--- src/rtl/fwft_stream_packer.sv ---
// Packs PACK_RATIO FWFT FIFO entries (little-endian) into one wide valid/ready word with keep/last.
// Optional idle auto-flush is built when PACKER_TIMEOUT_EN is defined.
module fwft_stream_packer #(
  parameter int DATA_WIDTH  = 8,
  parameter int PACK_RATIO  = 4,
  parameter int BURST_LEN   = 16,
  parameter int TIMEOUT_CYC = 8
) (
  input  logic                             rd_clk,
  input  logic                             rd_rst_n,
  input  logic [DATA_WIDTH-1:0]            fifo_dout,
  input  logic                             fifo_empty,
  output logic                             fifo_rd_en,
  input  logic                             flush,
  output logic [DATA_WIDTH*PACK_RATIO-1:0] m_data,
  output logic [PACK_RATIO-1:0]            m_keep,
  output logic                             m_last,
  output logic                             m_valid,
  input  logic                             m_ready
);

  localparam int WORD_BITS = DATA_WIDTH * PACK_RATIO;
  localparam int LANE_W    = $clog2(PACK_RATIO);
  localparam int WCNT_W    = (BURST_LEN > 1) ? $clog2(BURST_LEN) : 1;
  localparam logic [LANE_W-1:0] LAST_LANE = LANE_W'(PACK_RATIO - 1);
  localparam logic [WCNT_W-1:0] LAST_WORD = WCNT_W'(BURST_LEN - 1);

  if (PACK_RATIO < 2 || BURST_LEN < 1 || TIMEOUT_CYC < 1) begin : g_param_check
    $error("fwft_stream_packer: illegal parameter value");
  end

  logic [LANE_W-1:0]     lane_cnt_q, lane_cnt_d;
  logic [WCNT_W-1:0]     word_cnt_q, word_cnt_d;
  logic                  flush_req_q, flush_req_d;
  logic [WORD_BITS-1:0]  acc_q, acc_d;
  logic [WORD_BITS-1:0]  m_data_q, m_data_d;
  logic [PACK_RATIO-1:0] m_keep_q, m_keep_d;
  logic                  m_last_q, m_last_d;
  logic                  m_valid_q, m_valid_d;

  logic [WORD_BITS-1:0]  acc_next;
  logic [PACK_RATIO-1:0] part_keep;
  logic                  out_free;
  logic                  last_lane;
  logic                  pop;
  logic                  timeout;
  logic                  flush_set;

  assign out_free   = ~m_valid_q | m_ready;
  assign last_lane  = (lane_cnt_q == LAST_LANE);
  assign pop        = ~fifo_empty & ~flush_req_q & (~last_lane | out_free);
  assign fifo_rd_en = pop;
  assign flush_set  = flush | timeout;

  // acc_next is the accumulator with the FIFO head dropped into the current lane.
  for (genvar gi = 0; gi < PACK_RATIO; gi++) begin : g_lane
    assign acc_next[gi*DATA_WIDTH +: DATA_WIDTH] =
      (lane_cnt_q == LANE_W'(gi)) ? fifo_dout : acc_q[gi*DATA_WIDTH +: DATA_WIDTH];
    assign part_keep[gi] = (LANE_W'(gi) < lane_cnt_q);
  end

`ifdef PACKER_TIMEOUT_EN
  localparam int IDLE_W = $clog2(TIMEOUT_CYC + 1);
  logic [IDLE_W-1:0] idle_cnt_q, idle_cnt_d;

  always_comb begin
    idle_cnt_d = idle_cnt_q;
    timeout    = 1'b0;
    if (pop || flush || flush_req_q || lane_cnt_q == '0) begin
      idle_cnt_d = '0;
    end else if (idle_cnt_q == IDLE_W'(TIMEOUT_CYC - 1)) begin
      timeout    = 1'b1;
      idle_cnt_d = '0;
    end else begin
      idle_cnt_d = idle_cnt_q + IDLE_W'(1);
    end
  end

  always_ff @(posedge rd_clk) begin
    if (!rd_rst_n) idle_cnt_q <= '0;
    else           idle_cnt_q <= idle_cnt_d;
  end
`else
  assign timeout = 1'b0;
`endif

  always_comb begin
    lane_cnt_d  = lane_cnt_q;
    word_cnt_d  = word_cnt_q;
    flush_req_d = flush_req_q;
    acc_d       = acc_q;
    m_data_d    = m_data_q;
    m_keep_d    = m_keep_q;
    m_last_d    = m_last_q;
    m_valid_d   = m_valid_q;

    if (m_valid_q && m_ready) m_valid_d = 1'b0;

    if (pop) begin
      if (last_lane) begin
        // A flush arriving with the completing byte just closes the packet on this word.
        m_data_d   = acc_next;
        m_keep_d   = '1;
        m_valid_d  = 1'b1;
        m_last_d   = (word_cnt_q == LAST_WORD) | flush_set;
        word_cnt_d = (flush_set || word_cnt_q == LAST_WORD) ? '0 : word_cnt_q + WCNT_W'(1);
        lane_cnt_d = '0;
        acc_d      = '0;
      end else begin
        lane_cnt_d  = lane_cnt_q + LANE_W'(1);
        acc_d       = acc_next;
        flush_req_d = flush_set;
      end
    end else if (flush_req_q) begin
      if (out_free) begin
        flush_req_d = 1'b0;
        if (lane_cnt_q != '0) begin
          m_data_d   = acc_q;
          m_keep_d   = part_keep;
          m_valid_d  = 1'b1;
          m_last_d   = 1'b1;
          lane_cnt_d = '0;
          word_cnt_d = '0;
          acc_d      = '0;
        end
      end
    end else if (flush_set) begin
      flush_req_d = 1'b1;
    end
  end

  always_ff @(posedge rd_clk) begin
    if (!rd_rst_n) begin
      lane_cnt_q  <= '0;
      word_cnt_q  <= '0;
      flush_req_q <= 1'b0;
      acc_q       <= '0;
      m_data_q    <= '0;
      m_keep_q    <= '0;
      m_last_q    <= 1'b0;
      m_valid_q   <= 1'b0;
    end else begin
      lane_cnt_q  <= lane_cnt_d;
      word_cnt_q  <= word_cnt_d;
      flush_req_q <= flush_req_d;
      acc_q       <= acc_d;
      m_data_q    <= m_data_d;
      m_keep_q    <= m_keep_d;
      m_last_q    <= m_last_d;
      m_valid_q   <= m_valid_d;
    end
  end

  assign m_data  = m_data_q;
  assign m_keep  = m_keep_q;
  assign m_last  = m_last_q;
  assign m_valid = m_valid_q;

endmodule

--- config.mk ---
export PLATFORM = sky130hd
export DESIGN_NAME = fwft_stream_packer
export DESIGN_NICKNAME = d
export VERILOG_FILES = /design/src/rtl/fwft_stream_packer.sv
export SDC_FILE = /design/constraint.sdc
export NUM_CORES = 1
export LEC_CHECK = 0
export CAP_MARGIN = 30
export CORE_MARGIN = 2
export CORE_UTILIZATION = 53
export CTS_CLUSTER_SIZE = 14
export DETAILED_ROUTE_END_ITERATION = 12
export HOLD_SLACK_MARGIN = 0.06
export PLACE_DENSITY = 0.81
export SYNTH_ARGS = -nofsm -noshare
export SYNTH_HDL_FRONTEND = slang
export SYNTH_SLANG_ARGS = --single-unit
--- constraint.sdc ---
create_clock -name rd_clk -period 2 [get_ports rd_clk]
set_clock_uncertainty 0.2 [all_clocks]
set_input_delay 0.5 -clock rd_clk [delete_from_list [all_inputs] [get_ports rd_clk]]
set_output_delay 0.5 -clock rd_clk [all_outputs]
set_load 0.1 [all_outputs]
* Word-level counts from Yosys, hierarchy flattened *
Index checks and enable logic that the tools add are counted.

storage, ports and cells
  flip-flop bits (word level) = 77
  output and inout port bits = 39
  logic and storage cells = 84

cells by class
  add/sub/neg operators = 2
  magnitude comparators = 4
  eq/ne operators = 6
  muxes and demuxes = 46
  bitwise operators = 9
  reductions and logical operators = 9

operator list
  kind                                                count
  2-to-1 mux 32 bit                                   10
  2-to-1 mux 4 bit                                    11
  2-to-1 mux 8 bit                                    4
  2-to-1 mux 1 bit                                    16
  2-to-1 mux 2 bit                                    5
  nonzero test 2 bit                                  4
  adder 4 x 1 -> 4 bit (second input constant)        1
  == test 2 bit (second input constant)               2
  == test 4 bit (second input constant)               1
  < comparator 1 x 2 -> 1 bit (first input constant)  2
  < comparator 2 bit (first input constant)           2
  NOT 1 bit                                           4
  AND reduction 4 bit                                 1
  OR 1 bit                                            3
  AND reduction 3 bit                                 1
  adder 2 x 1 -> 2 bit (second input constant)        1
  AND 1 bit                                           2
  == test 2 x 1 -> 1 bit (second input constant)      1
  zero test 2 bit                                     1
  != test 2 x 1 -> 1 bit (second input constant)      1
  != test 2 bit (second input constant)               1
  logical AND 1 bit                                   1
  logical OR 1 bit                                    1

* Logic depth before layout (Yosys ltp) *
  word-level depth = 6
  mapped depth = 8
  depth with buffers taken out = 6

* Worst setup path before layout *
Ideal clock, no wire load.

  kind = flip-flop to output port
  start point = register m_valid_q (netlist: m_valid)
  end point = output fifo_rd_en
  arrival time = 2415 ps
  required time = 1300 ps
  slack = -1115 ps
  stages on the path, launching flop included = 3
  path buffers = 0
  cell sequence = dfxtp_1 and3b_1 nor2_1

between the ends
  word-level cells in the longest chain between the ends = 4

ends and longest elaborated chain
  element                 line  RTL
  from (decl)             39    logic m_valid_q, m_valid_d;
  from (signal assigned)  150   m_valid_q <= m_valid_d;
  NOT 1 bit               49    assign out_free = ~m_valid_q | m_ready;
  OR 1 bit                49
  OR 1 bit                51    assign pop = ~fifo_empty & ~flush_req_q & (~last_lane | out_free);
  AND 1 bit               51
  to (decl)               13    output logic fifo_rd_en,

No other way between the ends.

* Final worst setup path *
  start point = register lane_cnt_q[0]
  end point = output fifo_rd_en

between the ends
  word-level cells in the longest chain between the ends = 4

ends and longest elaborated chain
  element                 line  RTL
  from (decl)             32    logic [LANE_W-1:0] lane_cnt_q, lane_cnt_d;
  from (signal assigned)  143   lane_cnt_q <= lane_cnt_d;
  == test 2 bit           50    assign last_lane = (lane_cnt_q == LAST_LANE);
  NOT 1 bit               51
  OR 1 bit                51
  AND 1 bit               51

No other way between the ends.

==> metrics.md <==
| Metric | Value |
|---|---|
| Status | complete, but fails checks |
| Failing checks | setup timing |
| Synthesized cell area | 0.00315 mm2 |
| Final GP Congestion | 0.869 |
| Multi-input combinational cell area | about 0.0016 mm2 |
| Pre-CTS setup slack | -0.383 ns |
| I/O Buffers | 51 |
| Die Span Y | around 81 um |
| Crit path time final | around 2.1 ns |
| Inst Count DP | around 500 |
| Sequential cell area fraction in the yosys report | 0.489 |
| Layout area overhead | 48.5% |
| Fin. max-slew vios | 0 |
| Post-layout nets | between 400 and 500 |
| Final hold viol count | 0 |
| Row cnt | 28 |
| Most used DFF post-synth | dfxtp_1 |
| Via count | roughly 3100 |
| DP Area | 0.00431 mm2 |
| Hold Path Class | reg -> reg |
| CTS Sinks | 77 |
| Die area | between 0.006 and 0.007 mm2 |
| CP startpoint kind | flop |
| Post-DP HPWL | 5840 um |
| Number of synthesized flops with an enable pin | 0 |
| MaxCap Viol Count | 0 |
| Die Width | 81.1 um |
| Iteration-0 DRC count of the detailed router | 294 |
| Initial antenna violation count | 0 |
| Worst Tran Pin Value | around 0.47 ns |
| First-pass GRT wire length | about 15000 um |
| CP Max Fanout | 2 |
| CTS clk-pin slew, worst paths | 0.08 ns |
| IO Pins | 52 |
| Critical Path RT | around 1.3 ns |
| GRT Residual Overflow | 0 |
| Mapped Cells | about 370 |
| Routed length per instance | between 15 and 20 um |
| Synth Register Bits | 77 |
| CTS Buf Count | 9 |
| Achievable frequency | between 400 and 500 MHz |
| Pwr dens | 889 mW/mm2 |
| FFs w/ async S/R, synth | 0 |
| Main area contributors after synthesis | dfxtp_1 49%, a21oi_1 10%, nand2_1 6.8%, o21ai_0 6.2%, o22ai_1 3.2% |
| # DRC | 0 |
| Setup violators final | 27 |
| Deepest clock path buffer count | 2 |
| CTS tree | yes |
| Routed Antenna Nets | 0 |
| RSZ-0062 raised after global routing | true |
| Share of cells above drive strength 1 | 0.260 |
| Yosys top cell area share | 0.489 |
| Pwr Total | a little over 4 mW |
| Clock Root Buffer | clkbuf_8 |
| Syn nets | between 300 and 400 |
| Kind of end point of the critical path | primary output |
| Latest clock arrival within the worst-skew pair | approximately 0.36 ns |
| Hold WS | 0.252 ns |
| Synth cell types | 39 |
| Fin crit share | 1.06 |
| Filler cells | about 360 |
| Number of global-route vias before repair | about 3000 |
| VDD IR max | just under 0.0007 V |
| Leading area contributor after synthesis | dfxtp_1 |
| Largest net degree at the start of global routing | 29 |
| Most frequent cell after synthesis | dfxtp_1 |
| Non-Filler Cell Area, Final | around 0.0047 mm2 |
| Vias per cell | roughly 6.0 |
| Register area | approximately 0.0016 mm2 |
| Cell Count, Final, Fillers Out | 522 |
| Drt pass-1 iters | 6 |
| ANT cells | 0 |
| Initial Util | 0.542 |
| Syn Area/Cell | ~8.6 um2 |
| H-Tree Depth | 3 |
| Final setup margin | -0.110 ns |
| Crit path DAT | about 1.4 ns |
| Total track usage | 0.293 |
| Synth warn | 0 |
| Core ar. | slightly below 0.006 mm2 |
| Leakage Power | around 1.9 nW |
| Crit path kind | reg -> out |
| Top cells by count, synth | 77 x dfxtp_1, 63 x a21oi_1, 57 x nand2_1 |
| Hold_buf cts | 0 |
| Relative slew slack | 0.688 |
| Post-detailed-routing wire length | approximately 9700 um |
==> registers in the layout, summed over array words and instances (netlist names) <==
signal       cells
m_valid          1
m_last           1
m_keep           4
acc_q           32
word_cnt_q       4
lane_cnt_q       2
m_data          32
flush_req_q      1
==> stage by stage <==
step,util,setup TNS [ns]
2_1_floorplan,-,0
3_3_place_gp,0.741,-17.90
3_5_place_dp,0.741,-21.58
4_1_cts,0.786,-0.131
5_1_grt,0.804,-2.49
6_report,0.804,-0.931
==> worst paths after layout <==
| kind | slack (ns) | from | end | depth (start not counted) |
|---|---|---|---|---|
| setup / recovery | -0.11 | lane_cnt_q[0] | fifo_rd_en | 4 |
| hold / removal | 0.25 | acc_q[22] | m_data[22] | 2 |
| setup reg to reg | -0.09 | lane_cnt_q[0] | acc_q[30] | 9 |
| hold reg to reg | 0.25 | acc_q[22] | m_data[22] | 2 |
==> where the power goes <==
part           internal [mW]  total [mW]  switching, mW
Clock                  0.702        1.26          0.557
Combinational          0.428        1.19          0.761
Sequential              1.62        1.71         0.0846
==> timing repair <==
item / in CTS / in global routing
pin swaps: 4 / 7
setup buffers: 4 / 3
endpoints found under the hold margin: 0 / 0
gates cloned: 0 / 1
resized for setup: 9 / 18
endpoints found under the setup margin: 15 / 40
==> layout make-up <==
| class | instances | area share |
|---|---|---|
| Timing Repair Buffer | 85 | 0.263 |
| Clock inverter | 4 | 0.0155 |
| Sequential cell | 77 | 0.332 |
| Inverter | 4 | 0.00321 |
| Tap cell | 75 | 0.0201 |
| Multi-Input combinational cell | 265 | 0.337 |
| Clock buffer | 12 | 0.0289 |
==> cell families after synthesis <==
group	synth area share
xor gates and xnor gates	0.00278
adders and majority gates	0.0238
DFF	0.489
buffers and inverters	0.0373
AOI/OAI and AO/OA	0.246
muxes	0.0290
and+or+nand+nor	0.172
==> layout by cell type, fill, tap and decap left out, drive strengths merged, types with 2 or more instances in the layout <==
cell type,Yosys,layout
a21boi,7,7
a21oi,63,63
and3,11,11
buf,11,73
bufinv,0,2
clkbuf,11,13
clkdlybuf4s50,0,8
dfxtp,77,77
dlygate4sd2,0,2
ha,6,6
inv,4,4
mux2i,8,8
nand2,58,58
nand3,15,15
nand3b,3,3
nor2,13,13
nor2b,2,2
nor3,4,4
o21ai,43,43
o221a,2,2
o22ai,16,16
or3,2,2
==> layer usage <==
layer	global-route usage	vias to the layer above	share of wire
met5	0	-	0
met4	0.132	0	0.037
met3	0.0700	47	0.074
met2	0.481	160	0.50
met1	0.367	1479	0.39
li1	-	1462	-
==> worst max-delay path, cell delays in order, from the launching register on <==
cell	delay, ns
dfxtp_4	0.36
ha_4	0.16
and3b_2	0.22
nor2_4	0.13
buf_12	0.19
Power figures use the tool's default switching activity.
